### src/rtl/cerere_pietoni_pkg.sv
// Shared types and default constants for the pedestrian request conditioner.
package cerere_pietoni_pkg;

  typedef enum logic [1:0] {
    LIBER  = 2'd0,
    CERERE = 2'd1,
    SERVIT = 2'd2
  } stare_t;

  localparam int unsigned DEBOUNCE_CYCLES_DEF = 3;
  localparam int unsigned BLINK_HALF_DEF      = 2;
  localparam int unsigned CNT_W_DEF           = 8;

  // Width of a counter that must hold values 0..max_val-1, never narrower than 1 bit.
  function automatic int unsigned cnt_width(input int unsigned max_val);
    return (max_val < 2) ? 1 : $clog2(max_val);
  endfunction

endpackage

### src/rtl/debounce_sync.sv
// Two-flop synchroniser and stability debouncer for the pedestrian push-button.
module debounce_sync
  import cerere_pietoni_pkg::*;
#(
  parameter int unsigned DEBOUNCE_CYCLES = DEBOUNCE_CYCLES_DEF
) (
  input  logic clk,
  input  logic rst,
  input  logic buton_raw,
  output logic stabil,
  output logic apasare
);

  localparam logic [7:0] LIMIT = 8'(DEBOUNCE_CYCLES);

  if (DEBOUNCE_CYCLES < 1 || DEBOUNCE_CYCLES > 255) begin : g_bad_param
    $error("debounce_sync: DEBOUNCE_CYCLES must be in 1..255");
  end

  logic       sync_meta;
  logic       sync;
  logic       stabil_prev;
  logic [7:0] cnt;

  always_ff @(posedge clk or posedge rst) begin
    if (rst) begin
      sync_meta   <= 1'b0;
      sync        <= 1'b0;
      stabil      <= 1'b0;
      stabil_prev <= 1'b0;
      cnt         <= 8'd0;
    end else begin
      sync_meta   <= buton_raw;
      sync        <= sync_meta;
      stabil_prev <= stabil;
      // Any cycle where sync agrees with stabil restarts the stability window.
      if (sync != stabil) begin
        if (cnt == LIMIT - 8'd1) begin
          stabil <= sync;
          cnt    <= 8'd0;
        end else begin
          cnt <= cnt + 8'd1;
        end
      end else begin
        cnt <= 8'd0;
      end
    end
  end

  assign apasare = stabil & ~stabil_prev;

endmodule

### src/rtl/cerere_pietoni.sv
// Pedestrian request latch, wait indicator and request counter.
// Optional blinking indicator enabled by defining CERERE_BLINK_EN.
module cerere_pietoni
  import cerere_pietoni_pkg::*;
#(
  parameter int unsigned DEBOUNCE_CYCLES = DEBOUNCE_CYCLES_DEF,
  parameter int unsigned CNT_W           = CNT_W_DEF,
  parameter int unsigned BLINK_HALF      = BLINK_HALF_DEF
) (
  input  logic             clk,
  input  logic             rst,
  input  logic             buton_raw,
  input  logic             pietoni_verde,
  output logic             buton_pietoni,
  output logic             indicator_asteptare,
  output logic [CNT_W-1:0] nr_cereri
);

  if (BLINK_HALF < 1) begin : g_bad_blink
    $error("cerere_pietoni: BLINK_HALF must be at least 1");
  end

  logic   stabil_unused;
  logic   apasare;
  stare_t stare;

  debounce_sync #(
    .DEBOUNCE_CYCLES(DEBOUNCE_CYCLES)
  ) u_debounce (
    .clk      (clk),
    .rst      (rst),
    .buton_raw(buton_raw),
    .stabil   (stabil_unused),
    .apasare  (apasare)
  );

`ifdef CERERE_BLINK_EN
  localparam int unsigned BW = cnt_width(BLINK_HALF);
  localparam logic [BW-1:0] BLINK_LAST = BW'(BLINK_HALF - 1);

  logic [BW-1:0] blink_cnt;
`else
  logic unused_blink;
  assign unused_blink = ^BLINK_HALF;
`endif

  always_ff @(posedge clk or posedge rst) begin
    if (rst) begin
      stare               <= LIBER;
      buton_pietoni       <= 1'b0;
      indicator_asteptare <= 1'b0;
      nr_cereri           <= '0;
`ifdef CERERE_BLINK_EN
      blink_cnt           <= '0;
`endif
    end else begin
      unique case (stare)
        LIBER: begin
          // A press while walk is already showing is simply dropped.
          if (apasare && !pietoni_verde) begin
            stare               <= CERERE;
            buton_pietoni       <= 1'b1;
            indicator_asteptare <= 1'b1;
            nr_cereri           <= nr_cereri + CNT_W'(1);
`ifdef CERERE_BLINK_EN
            blink_cnt           <= '0;
`endif
          end
        end
        CERERE: begin
          if (pietoni_verde) begin
            stare               <= SERVIT;
            buton_pietoni       <= 1'b0;
            indicator_asteptare <= 1'b0;
          end else begin
`ifdef CERERE_BLINK_EN
            if (blink_cnt == BLINK_LAST) begin
              blink_cnt           <= '0;
              indicator_asteptare <= ~indicator_asteptare;
            end else begin
              blink_cnt <= blink_cnt + BW'(1);
            end
`else
            indicator_asteptare <= 1'b1;
`endif
          end
        end
        SERVIT: begin
          if (!pietoni_verde) begin
            stare <= LIBER;
          end
        end
        default: begin
          stare               <= LIBER;
          buton_pietoni       <= 1'b0;
          indicator_asteptare <= 1'b0;
        end
      endcase
    end
  end

endmodule

### config.mk
export PLATFORM = sky130hd
export DESIGN_NAME = cerere_pietoni
export DESIGN_NICKNAME = d
export VERILOG_FILES = /design/src/rtl/cerere_pietoni_pkg.sv /design/src/rtl/debounce_sync.sv /design/src/rtl/cerere_pietoni.sv
export SDC_FILE = /design/constraint.sdc
export NUM_CORES = 1
export LEC_CHECK = 0
export BUFFER_PORTS_ARGS = -buffer_cell sky130_fd_sc_hd__buf_2
export CAP_MARGIN = 15
export CORE_MARGIN = 2
export CORE_UTILIZATION = 45
export CTS_BUF_LIST = sky130_fd_sc_hd__clkbuf_16
export CTS_CLUSTER_DIAMETER = 50
export DETAILED_ROUTE_END_ITERATION = 10
export PLACE_DENSITY_LB_ADDON = 0.1
export SLEW_MARGIN = 20
export SYNTH_ARGS = -nofsm -noshare
export SYNTH_HDL_FRONTEND = slang
export SYNTH_SLANG_ARGS = --single-unit
### constraint.sdc
create_clock -name clk -period 3.24 [get_ports clk]
set_input_delay 0.648 -clock clk [delete_from_list [all_inputs] [get_ports clk]]
set_output_delay 0.648 -clock clk [all_outputs]
set_load 0.1 [all_outputs]
==> key figures, run 1 <==
Clocking
  • Post-CTS Hold Fix Bufs: 0
  • Clock Latency Late Sink: 0.26 ns
  • Reg clk slew, reported paths: 0.06 ns
  • Buffer levels on the longest clock path: 2
  • CTS root buf: clkbuf_16
  • CTS buffer count: 3
  • Setup Buffers After CTS: 0
  • Post-CTS sizing: 0
  • Htree depth: 1
  • CTS tree: yes
  • CTS sink cnt: 24

Power and ir drop
  • Internal power: 751 uW
  • PwrDens: 1050 mW/mm2
  • Peak supply drop: 0.921 mV
  • Leak Pwr: 0.000602 uW
  • Sequential Power Share: 34.6%
  • Sw Ratio: 43.4%
  • Clk network pwr share: 26.1%
  • NetSw: 575 uW
  • Combinational power share: 39.3%

STA
  • Slew HR: 41.5%
  • RSZ-0062 raised after global routing: no
  • Max Freq: 540 MHz
  • Worst slew pin tran: 0.877 ns
  • Tcrit/Tclk final: 57.2%
  • Setup violations, final: 0
  • Fin crit period: 1.85 ns
  • Final Hold Violating Endpoints: 0
  • Slew Limit Fails: 0
  • Fin Setup TNS: 0 ns
  • Worst Skew: 0.00285 ns

Cells and area
  • Sequential cell area: 601 um2
  • Syn-to-layout area delta: 19.3%
  • Area occupied by multi-input gates: 444 um2
  • # fillers: 189
  • Ant diodes: 0
  • Layout Cells excl Fill: 134
  • Util after Layout: 56.8%
  • Final Net Count: 114
  • Layout cells sized above 1: 20.8%

Status
  • Outcome: finished, final reports clean

Global routing
  • Overall Global Routing Usage: 13.9%
  • Pin count of the biggest net entering global routing: 25
  • Met3 usage: 6.29%
  • Initial antenna violation count: 0
  • Global routing's busiest layer: met2
  • Met1 Resource Use GR: 18.8%
  • First-pass GRT wire length: 2.77 mm
  • GRT Residual Overflow: 0
  • Vias in the first global route: 652
  • Met2 Track Usage GR: 20.2%

Critical path
  • Crit path cell chain: inv_1 -> ha_1 -> or4b_4 -> nor4_1 -> mux2_2
  • Worst-path fanout max: 6
  • R2R Setup Slk: 1.39 ns
  • Crit. End Element: register
  • Crit Path Category: reg2reg
  • Slowest CP cell: or4b_4
  • Worst-case reg-to-reg path depth: 5
  • Max stage delay on crit path: 0.48 ns
  • WP data required: 3.38 ns
  • Startpoint Class: register
  • Reg-to-reg endpoint: u_debounce.stabil$_DFFE_PP0P_
  • Data arrival, critical path: 2.00 ns
  • Worst reg2reg path startpoint: u_debounce.cnt[0]$_DFF_PP0_

Logic synthesis
  • Syn nets: 96
  • Synthesized area: 0.00106 mm2
  • Number of flops mapped to enable cells by yosys: 0
  • Yosys top cell by area: dfrtp_1
  • Primary FF master, synth: dfrtp_1
  • Top cells by area, synth: dfrtp_1, xor2_1, xnor2_1, ha_1, nand3_1
  • Synth unique cells: 27
  • Sequential-to-total area share from yosys stat: 56.5%
  • Synthesized flop and latch total: 24
  • Synth top area share: 56.5%
  • Post-synth ARST share: 100%
  • Synthesized area per cell: 11.9 um2
  • Post-synthesis cell count: 89
  • Ys Warns: 0

Die
  • Die H: 52.6 um
  • Core box area: 0.00223 mm2
  • Die Wd: 52.6 um
  • Die Area: 0.00277 mm2
  • Boundary pin count: 14
  • Starting Density: 47.6%
  • Num rows: 17

Min path
  • Hold path depth: 0
  • HP Class: reg2reg
  • Hold Startpoint: u_debounce.sync_meta$_DFF_PP0_
  • Worst Hold Path EP: u_debounce.sync$_DFF_PP0_

Flow run
  • MaxCap Viol Count: 0

Detailed routing
  • Routed len/inst: 11.7 um
  • Vias: 679
  • Drt drc: 0
  • DR iter-0 viols: 5
  • Vias/cell: 5.07
  • Drt first pass iters: 4
  • Post-route ant nets: 0
  • Routed wire length: 1.57 mm

Place
  • I/O Buffers: 13
  • RD Place Congestion: 0.754
  • DP Cell Count: 130
  • DP HPWL: 1.14 mm
## per-layer routing
metal	up-vias	share of wire [%]
met5	-	0
li1	351	-
met2	12	43
met3	0	5.6
met1	316	52
met4	0	0
## critical path: cells and delay by family, from the launching register on
family	cells	cell delay, ns
DFF	1	0.43
muxes	1	0.37
and+or+nand+nor	2	0.73
buffers and inverters	1	0.08
adders and majority gates	1	0.13
## power by group through the flow
| stage | registers, uW | logic (uW) | clock network [uW] |
|---|---|---|---|
| 2_1_floorplan | 725 | 175 | 0 |
| 3_3_place_gp | 464 | 524 | 0 |
| 3_5_place_dp | 465 | 526 | 0 |
| 4_1_cts | 459 | 527 | 358 |
| 5_1_grt | 475 | 556 | 370 |
| 6_report | 459 | 521 | 346 |
## cells by family after synthesis
kind of cell	count (synthesis)	share of synthesized area (%)
AOI/OAI and AO/OA	11	8.12
xor gates and xnor gates	12	9.88
muxes	2	2.12
buffers and inverters	5	1.76
and+or+nand+nor	32	18.1
adders and majority gates	3	3.53
DFF	24	56.5
## cell usage in the layout, fill, tap and decap left out, drive strengths merged, types with 3 or more instances in the layout
cell and n:
clkbuf 3, nand3 6, nor2 7, xnor2 5
xor2 7, buf 13, ha 3, inv 5
o21ai 4, or3 3, dfrtp 24, a21oi 3
## sequential cells by signal (all words and copies together) (netlist names)
register                count
u_debounce.stabil           1
u_debounce.sync_meta        1
buton_pietoni               1
u_debounce.cnt              8
nr_cereri                   8
indicator_asteptare         1
stare                       2
u_debounce.stabil_prev      1
u_debounce.sync             1
## layout make-up
type / instances / area share, %
clock buffers: 3 / 5.92
clock inverters: 1 / 2.37
inverters: 5 / 1.48
multi-input cells: 60 / 35.0
flip-flops and latches: 24 / 47.3
well taps: 28 / 2.76
repair buffers: 13 / 5.13
## how the worst max path moves through the flow
stage / from / end / slack (ns) / cells after the start
floorplan: nr_cereri[0]$_DFFE_PP0P_ / nr_cereri[6]$_DFFE_PP0P_ / 1.32 / 4
global placement: pietoni_verde / nr_cereri[1]$_DFFE_PP0P_ / 1.24 / 4
detailed placement: pietoni_verde / nr_cereri[1]$_DFFE_PP0P_ / 1.23 / 4
CTS: u_debounce.cnt[0]$_DFF_PP0_ / u_debounce.stabil$_DFFE_PP0P_ / 1.37 / 5
global route: u_debounce.cnt[0]$_DFF_PP0_ / u_debounce.stabil$_DFFE_PP0P_ / 1.32 / 5
finish: u_debounce.cnt[0]$_DFF_PP0_ / u_debounce.stabil$_DFFE_PP0P_ / 1.39 / 5
## cells in the mapped netlist (all sizes together), types with 2 or more instances
cell type and instances:
a21oi 3, dfrtp 24, ha 3, inv 5, mux2 2, nand2 2
nand3 6, nand4 2, nor2 7, nor3 2, o21ai 4, or3 3
or4b 2, xnor2 5, xor2 7
## per-stage QoR
step / setup slack (ns) / instance area, um2 / power (uW) / hold WS (ns)
after floorplan: 1.32 / 1060 / 900 / 0.331
after global placement: 1.24 / 1160 / 988 / 0.338
after detailed placement: 1.23 / 1160 / 991 / 0.340
after CTS: 1.37 / 1270 / 1340 / 0.355
after global routing: 1.32 / 1270 / 1400 / 0.356
final: 1.39 / 1270 / 1330 / 0.352
No activity file was read; power rests on OpenSTA's default activity.
==> run 2, diff against run 1 <==
ABC_AREA = 1   (was unset)
clock period = 1.7 ns   (was 3.24 ns; I/O delays follow)
==> run 2 against run 1 <==
Final area increased by 4.1%. Sequential power increased by 85%. Count of clock-buffer cells in the layout unchanged.
==> key figures, run 2 <==
Die
  • Num rows: 18
  • Starting Density: 46.9%
  • Boundary pin count: 14
  • Die Wd: 54.4 um
  • Die H: 54.4 um
  • Core box area: 0.00243 mm2
  • Die Area: 0.00295 mm2

Critical path
  • Levels on crit path: 1
  • Setup crit start: nr_cereri[0]$_DFFE_PP0P_
  • Worst-path fanout max: 6
  • Reg-to-reg endpoint: nr_cereri[7]$_DFFE_PP0P_
  • Worst reg2reg path startpoint: stare[1]$_DFFE_PP0P_
  • Critical Path Sink: nr_cereri[0]
  • Slowest CP cell: buf_2
  • Worst-case reg-to-reg path depth: 6
  • Crit Path Category: reg2out
  • WP data required: 1.36 ns
  • Data arrival, critical path: 1.14 ns
  • Startpoint Class: register
  • Crit path cell chain: buf_2
  • Max stage delay on crit path: 0.45 ns
  • Worst Path Buf+Inv: 1
  • Crit. End Element: output pin
  • Delay-heaviest family, CP: buffers and inverters
  • R2R Setup Slk: 0.46 ns

Cells and area
  • Layout cells sized above 1: 15.8%
  • Sequential cell area: 603 um2
  • Area occupied by multi-input gates: 462 um2
  • Final Net Count: 160
  • Most common cell after layout, fill and taps aside: nand2_1
  • Ant diodes: 0
  • Syn-to-layout area delta: 15.8%
  • # fillers: 247
  • Most frequent cells in the layout: nand2_1, dfrtp_1, inv_1, nor2_1, buf_2
  • Largest registers: nr_cereri (8), u_debounce.cnt (8), stare (2)

Global routing
  • Met2 Track Usage GR: 22.1%
  • Initial antenna violation count: 0
  • Met3 usage: 3.28%
  • Met1 Resource Use GR: 21.4%
  • First-pass GRT wire length: 3.17 mm
  • Vias in the first global route: 729
  • Pin count of the biggest net entering global routing: 25
  • Global routing's busiest layer: met2
  • GRT Residual Overflow: 0
  • Overall Global Routing Usage: 15.1%

Detailed routing
  • Vias: 841
  • Vias/cell: 4.62
  • Drt drc: 0
  • Post-route ant nets: 0
  • Routed wire length: 1.83 mm
  • DR iter-0 viols: 16
  • Drt first pass iters: 4
  • Routed len/inst: 10.1 um

Power and ir drop
  • Leak Pwr: 0.000683 uW
  • PwrDens: 1730 mW/mm2
  • Peak supply drop: 1.44 mV

STA
  • Final Hold Violating Endpoints: 0
  • Fin crit period: 1.48 ns
  • Tcrit/Tclk final: 87.0%
  • Worst slew pin tran: 0.485 ns
  • Worst Hold Margin: 0.118 ns
  • Setup violations, final: 0
  • Slew HR: 67.9%
  • Slew Limit Fails: 0
  • Worst Skew: 0.00362 ns
  • Fin Setup TNS: 0 ns
  • RSZ-0062 raised after global routing: no
  • Max Freq: 676 MHz

Clocking
  • Reg clk slew, reported paths: 0.06 ns
  • CTS root buf: clkbuf_16
  • Htree depth: 1
  • CTS sink cnt: 24
  • Post-CTS sizing: 0
  • Post-CTS Hold Fix Bufs: 0
  • Clock Latency Late Sink: 0.25 ns
  • CTS buffer count: 3
  • Buffer levels on the longest clock path: 2
  • Setup Buffers After CTS: 0
  • CTS tree: yes

Place
  • RD Place Congestion: 0.770
  • DP HPWL: 1.33 mm
  • I/O Buffers: 13

Logic synthesis
  • Synthesized area: 0.00114 mm2
  • Ys Warns: 0
  • Post-synth ARST share: 100%
  • Synth unique cells: 18
  • Count leader, synth: nand2_1
  • Synthesized flop and latch total: 24
  • Number of flops mapped to enable cells by yosys: 0
  • Synth top area share: 52.6%
  • Synthesized area per cell: 8.45 um2
  • Synth top cells by count: nand2_1, dfrtp_1, inv_1, nor2_1, nand3_1
  • Primary FF master, synth: dfrtp_1
  • Top cells by area, synth: dfrtp_1, nand2_1, inv_1, nor2_1, ha_1
  • Post-synthesis cell count: 135
  • Sequential-to-total area share from yosys stat: 52.6%
  • Yosys top cell by area: dfrtp_1
  • Syn nets: 142

Status
  • Outcome: finished, final reports clean

Min path
  • HP Class: in2async

Flow run
  • MaxCap Viol Count: 0
## run 2: worst register-to-register path, cell delays in order, from the launching register on
cell and delay, ns:
dfrtp_1 0.41, nor2_2 0.17, nand2_2 0.08, nor2_4 0.26, nand3_1 0.11, nand2_1 0.07, nand2_1 0.04
## run 2: layout make-up
cell class	instances	share of cell area, %
Sequential cell	24	45.6
Multi-Input combinational cell	92	34.9
Clock buffer	3	5.68
Timing Repair Buffer	14	5.49
Inverter	18	5.11
Tap cell	30	2.84
Clock inverter	1	0.284
## run 2: layer usage
layer,wire (um),vias up
li1,-,447
met1,930,378
met2,819,14
met3,68,2
met4,15,0
met5,0,-
## run 2: worst min path at each step
stage | slack, ns | depth (start not counted) | startpoint | to
after floorplan | 0.33 | 0 | u_debounce.sync_meta$_DFF_PP0_ | u_debounce.sync$_DFF_PP0_
after global placement | 0.33 | 0 | u_debounce.sync_meta$_DFF_PP0_ | u_debounce.sync$_DFF_PP0_
after detailed placement | 0.33 | 0 | u_debounce.sync_meta$_DFF_PP0_ | u_debounce.sync$_DFF_PP0_
after CTS | 0.13 | 3 | rst | nr_cereri[7]$_DFFE_PP0P_
after global routing | 0.15 | 3 | rst | u_debounce.cnt[1]$_DFF_PP0_
final | 0.12 | 3 | rst | nr_cereri[3]$_DFFE_PP0P_
## run 2: power by group
group          internal [uW]  switching [uW]  total (uW)  leakage, uW
Clock                    313             183         497    0.0000423
Combinational            180             757         937     0.000328
Sequential               713             134         847     0.000313
## run 2: metrics by stage
| step | utilization (%) | cell area, um2 | total power [uW] | setup WS, ns | instances |
|---|---|---|---|---|---|
| 6_report | 54.3 | 1320 | 2280 | 0.221 | 182 |
| 5_1_grt | 54.3 | 1320 | 2440 | 0.182 | 182 |
| 4_1_cts | 54.3 | 1320 | 2310 | 0.208 | 182 |
| 3_5_place_dp | 51.1 | 1240 | 1800 | 0.432 | 178 |
| 3_3_place_gp | 51.1 | 1240 | 1790 | 0.462 | 178 |
| 2_1_floorplan | - | 1140 | 1640 | 0.0656 | 135 |
## run 2: logic make-up after synthesis
kind of cell / count (synthesis) / share of synthesized area [%]
AOI/OAI and AO/OA: 6 / 2.63
DFF: 24 / 52.6
adders and majority gates: 3 / 3.29
and+or+nand+nor: 77 / 29.3
xor gates and xnor gates: 6 / 5.26
buffers and inverters: 19 / 6.91
==> run 3, diff against run 2 <==
PLACE_DENSITY = 0.74   (was unset)
PLACE_DENSITY_LB_ADDON = unset   (was 0.1)
==> run 3 against run 2 <==
Critical path depth unchanged. Via count rose by 6.7%. Routed wire length up 7.4%. Core utilization unchanged. Cell count unchanged. Clock power about the same. Final area is the same. Global-route usage increased by 1.3 points. Combinational power hardly changed. Register-to-register slack lost 0.05 ns. Sequential share of layout area stayed put. Largest cell class unchanged.
==> key figures, run 3 (synthesized netlist as in run 2, its figures left out) <==
Die
  • Die Area: 0.00295 mm2
  • Die Wd: 54.4 um
  • Die H: 54.4 um
  • Core box area: 0.00243 mm2
  • Boundary pin count: 14
  • Starting Density: 46.9%
  • Num rows: 18

Critical path
  • Data arrival, critical path: 1.15 ns
  • Delay-heaviest family, CP: buffers and inverters
  • Crit. End Element: output pin
  • Worst Path Buf+Inv: 1
  • Slowest CP cell: buf_2
  • Worst-path fanout max: 6
  • Worst reg2reg path startpoint: stare[1]$_DFFE_PP0P_
  • Crit Path Category: reg2out
  • Crit path cell chain: buf_2
  • Startpoint Class: register
  • WP data required: 1.36 ns
  • Setup crit start: nr_cereri[0]$_DFFE_PP0P_
  • Max stage delay on crit path: 0.45 ns

Power and ir drop
  • Leak Pwr: 0.000679 uW
  • PwrDens: 1730 mW/mm2
  • Peak supply drop: 1.51 mV

STA
  • Worst slew pin tran: 0.485 ns
  • Setup violations, final: 0
  • Slew HR: 67.9%
  • Fin Setup TNS: 0 ns
  • Slew Limit Fails: 0
  • Fin crit period: 1.49 ns
  • Worst Hold Margin: 0.108 ns
  • Max Freq: 670 MHz
  • Tcrit/Tclk final: 87.8%
  • RSZ-0062 raised after global routing: no
  • Worst Skew: 0.00355 ns
  • Final Hold Violating Endpoints: 0

Flow run
  • MaxCap Viol Count: 0

Clocking
  • Post-CTS Hold Fix Bufs: 0
  • Setup Buffers After CTS: 0
  • Reg clk slew, reported paths: 0.06 ns
  • Clock Latency Late Sink: 0.25 ns
  • CTS buffer count: 3
  • CTS tree: yes
  • CTS root buf: clkbuf_16
  • CTS sink cnt: 24
  • Htree depth: 1
  • Buffer levels on the longest clock path: 2
  • Post-CTS sizing: 0

Global routing
  • Pin count of the biggest net entering global routing: 25
  • Initial antenna violation count: 0
  • First-pass GRT wire length: 3.43 mm
  • Vias in the first global route: 838
  • Overall Global Routing Usage: 16.4%
  • GRT Residual Overflow: 0

Detailed routing
  • DR iter-0 viols: 14
  • Drt drc: 0
  • Vias: 897
  • Drt first pass iters: 4
  • Routed len/inst: 10.8 um
  • Vias/cell: 4.93
  • Routed wire length: 1.97 mm
  • Post-route ant nets: 0

Cells and area
  • Area occupied by multi-input gates: 462 um2
  • Ant diodes: 0
  • Largest registers: nr_cereri (8), u_debounce.cnt (8), stare (2)
  • Sequential cell area: 603 um2
  • Final Net Count: 160
  • # fillers: 231
  • Most common cell after layout, fill and taps aside: nand2_1
  • Most frequent cells in the layout: nand2_1, dfrtp_1, inv_1, nor2_1, buf_2
  • Layout cells sized above 1: 15.8%
  • Syn-to-layout area delta: 15.8%
  • Layout Cells excl Fill: 182

Status
  • Outcome: finished, final reports clean

Min path
  • HP Class: in2async

Place
  • RD Place Congestion: 0.813
  • DP HPWL: 1.48 mm
  • I/O Buffers: 13
  • DP Cell Count: 178
==> run 3: final timing paths <==
kind | end | cells after the start | slack [ns]
setup / recovery | nr_cereri[0] | 1 | 0.21
hold / removal | u_debounce.sync$_DFF_PP0_ | 3 | 0.11
setup reg to reg | nr_cereri[7]$_DFFE_PP0P_ | 6 | 0.41
hold reg to reg | u_debounce.sync$_DFF_PP0_ | 0 | 0.35
max in group asynchronous | nr_cereri[1]$_DFFE_PP0P_ | 3 | 1.35
min in group clk | u_debounce.sync_meta$_DFF_PP0_ | 1 | 0.19
==> run 3: worst register-to-register path, cell delays in order, from the launching register on <==
cell and delay [ns]:
dfrtp_1 0.41, nor2_2 0.17, nand2_2 0.08, nor2_4 0.27
nand3_1 0.12, nand2_1 0.08, nand2_1 0.05
==> run 3: final cells by class <==
cell class	instances	area share (%)
clock buffer	3	5.68
timing repair buffer	14	5.49
sequential	24	45.6
multi-input combinational	92	34.9
clock inverter	1	0.284
inverter	18	5.11
tap	30	2.84
==> run 3: power by group <==
part / internal [uW] / switching [uW] / total (uW)
Clock: 314 / 183 / 497
Combinational: 178 / 758 / 936
Sequential: 713 / 138 / 850
==> run 3: per-stage QoR <==
| step | setup slack, ns | util, % | area [um2] | power [uW] |
|---|---|---|---|---|
| after floorplan | 0.0656 | - | 1140 | 1640 |
| after global placement | 0.477 | 51.1 | 1240 | 1780 |
| after detailed placement | 0.398 | 51.1 | 1240 | 1810 |
| after CTS | 0.201 | 54.3 | 1320 | 2310 |
| after global routing | 0.177 | 54.3 | 1320 | 2420 |
| final | 0.208 | 54.3 | 1320 | 2280 |
==> run 3: per-layer routing <==
layer / part of all wire [%] / global-route usage [%] / up-vias
met5: 0 / 0 / -
met4: 2.2 / 11.3 / 0
met2: 50 / 27.3 / 16
li1: - / - / 447
met3: 3.2 / 1.09 / 4
met1: 45 / 20.3 / 430
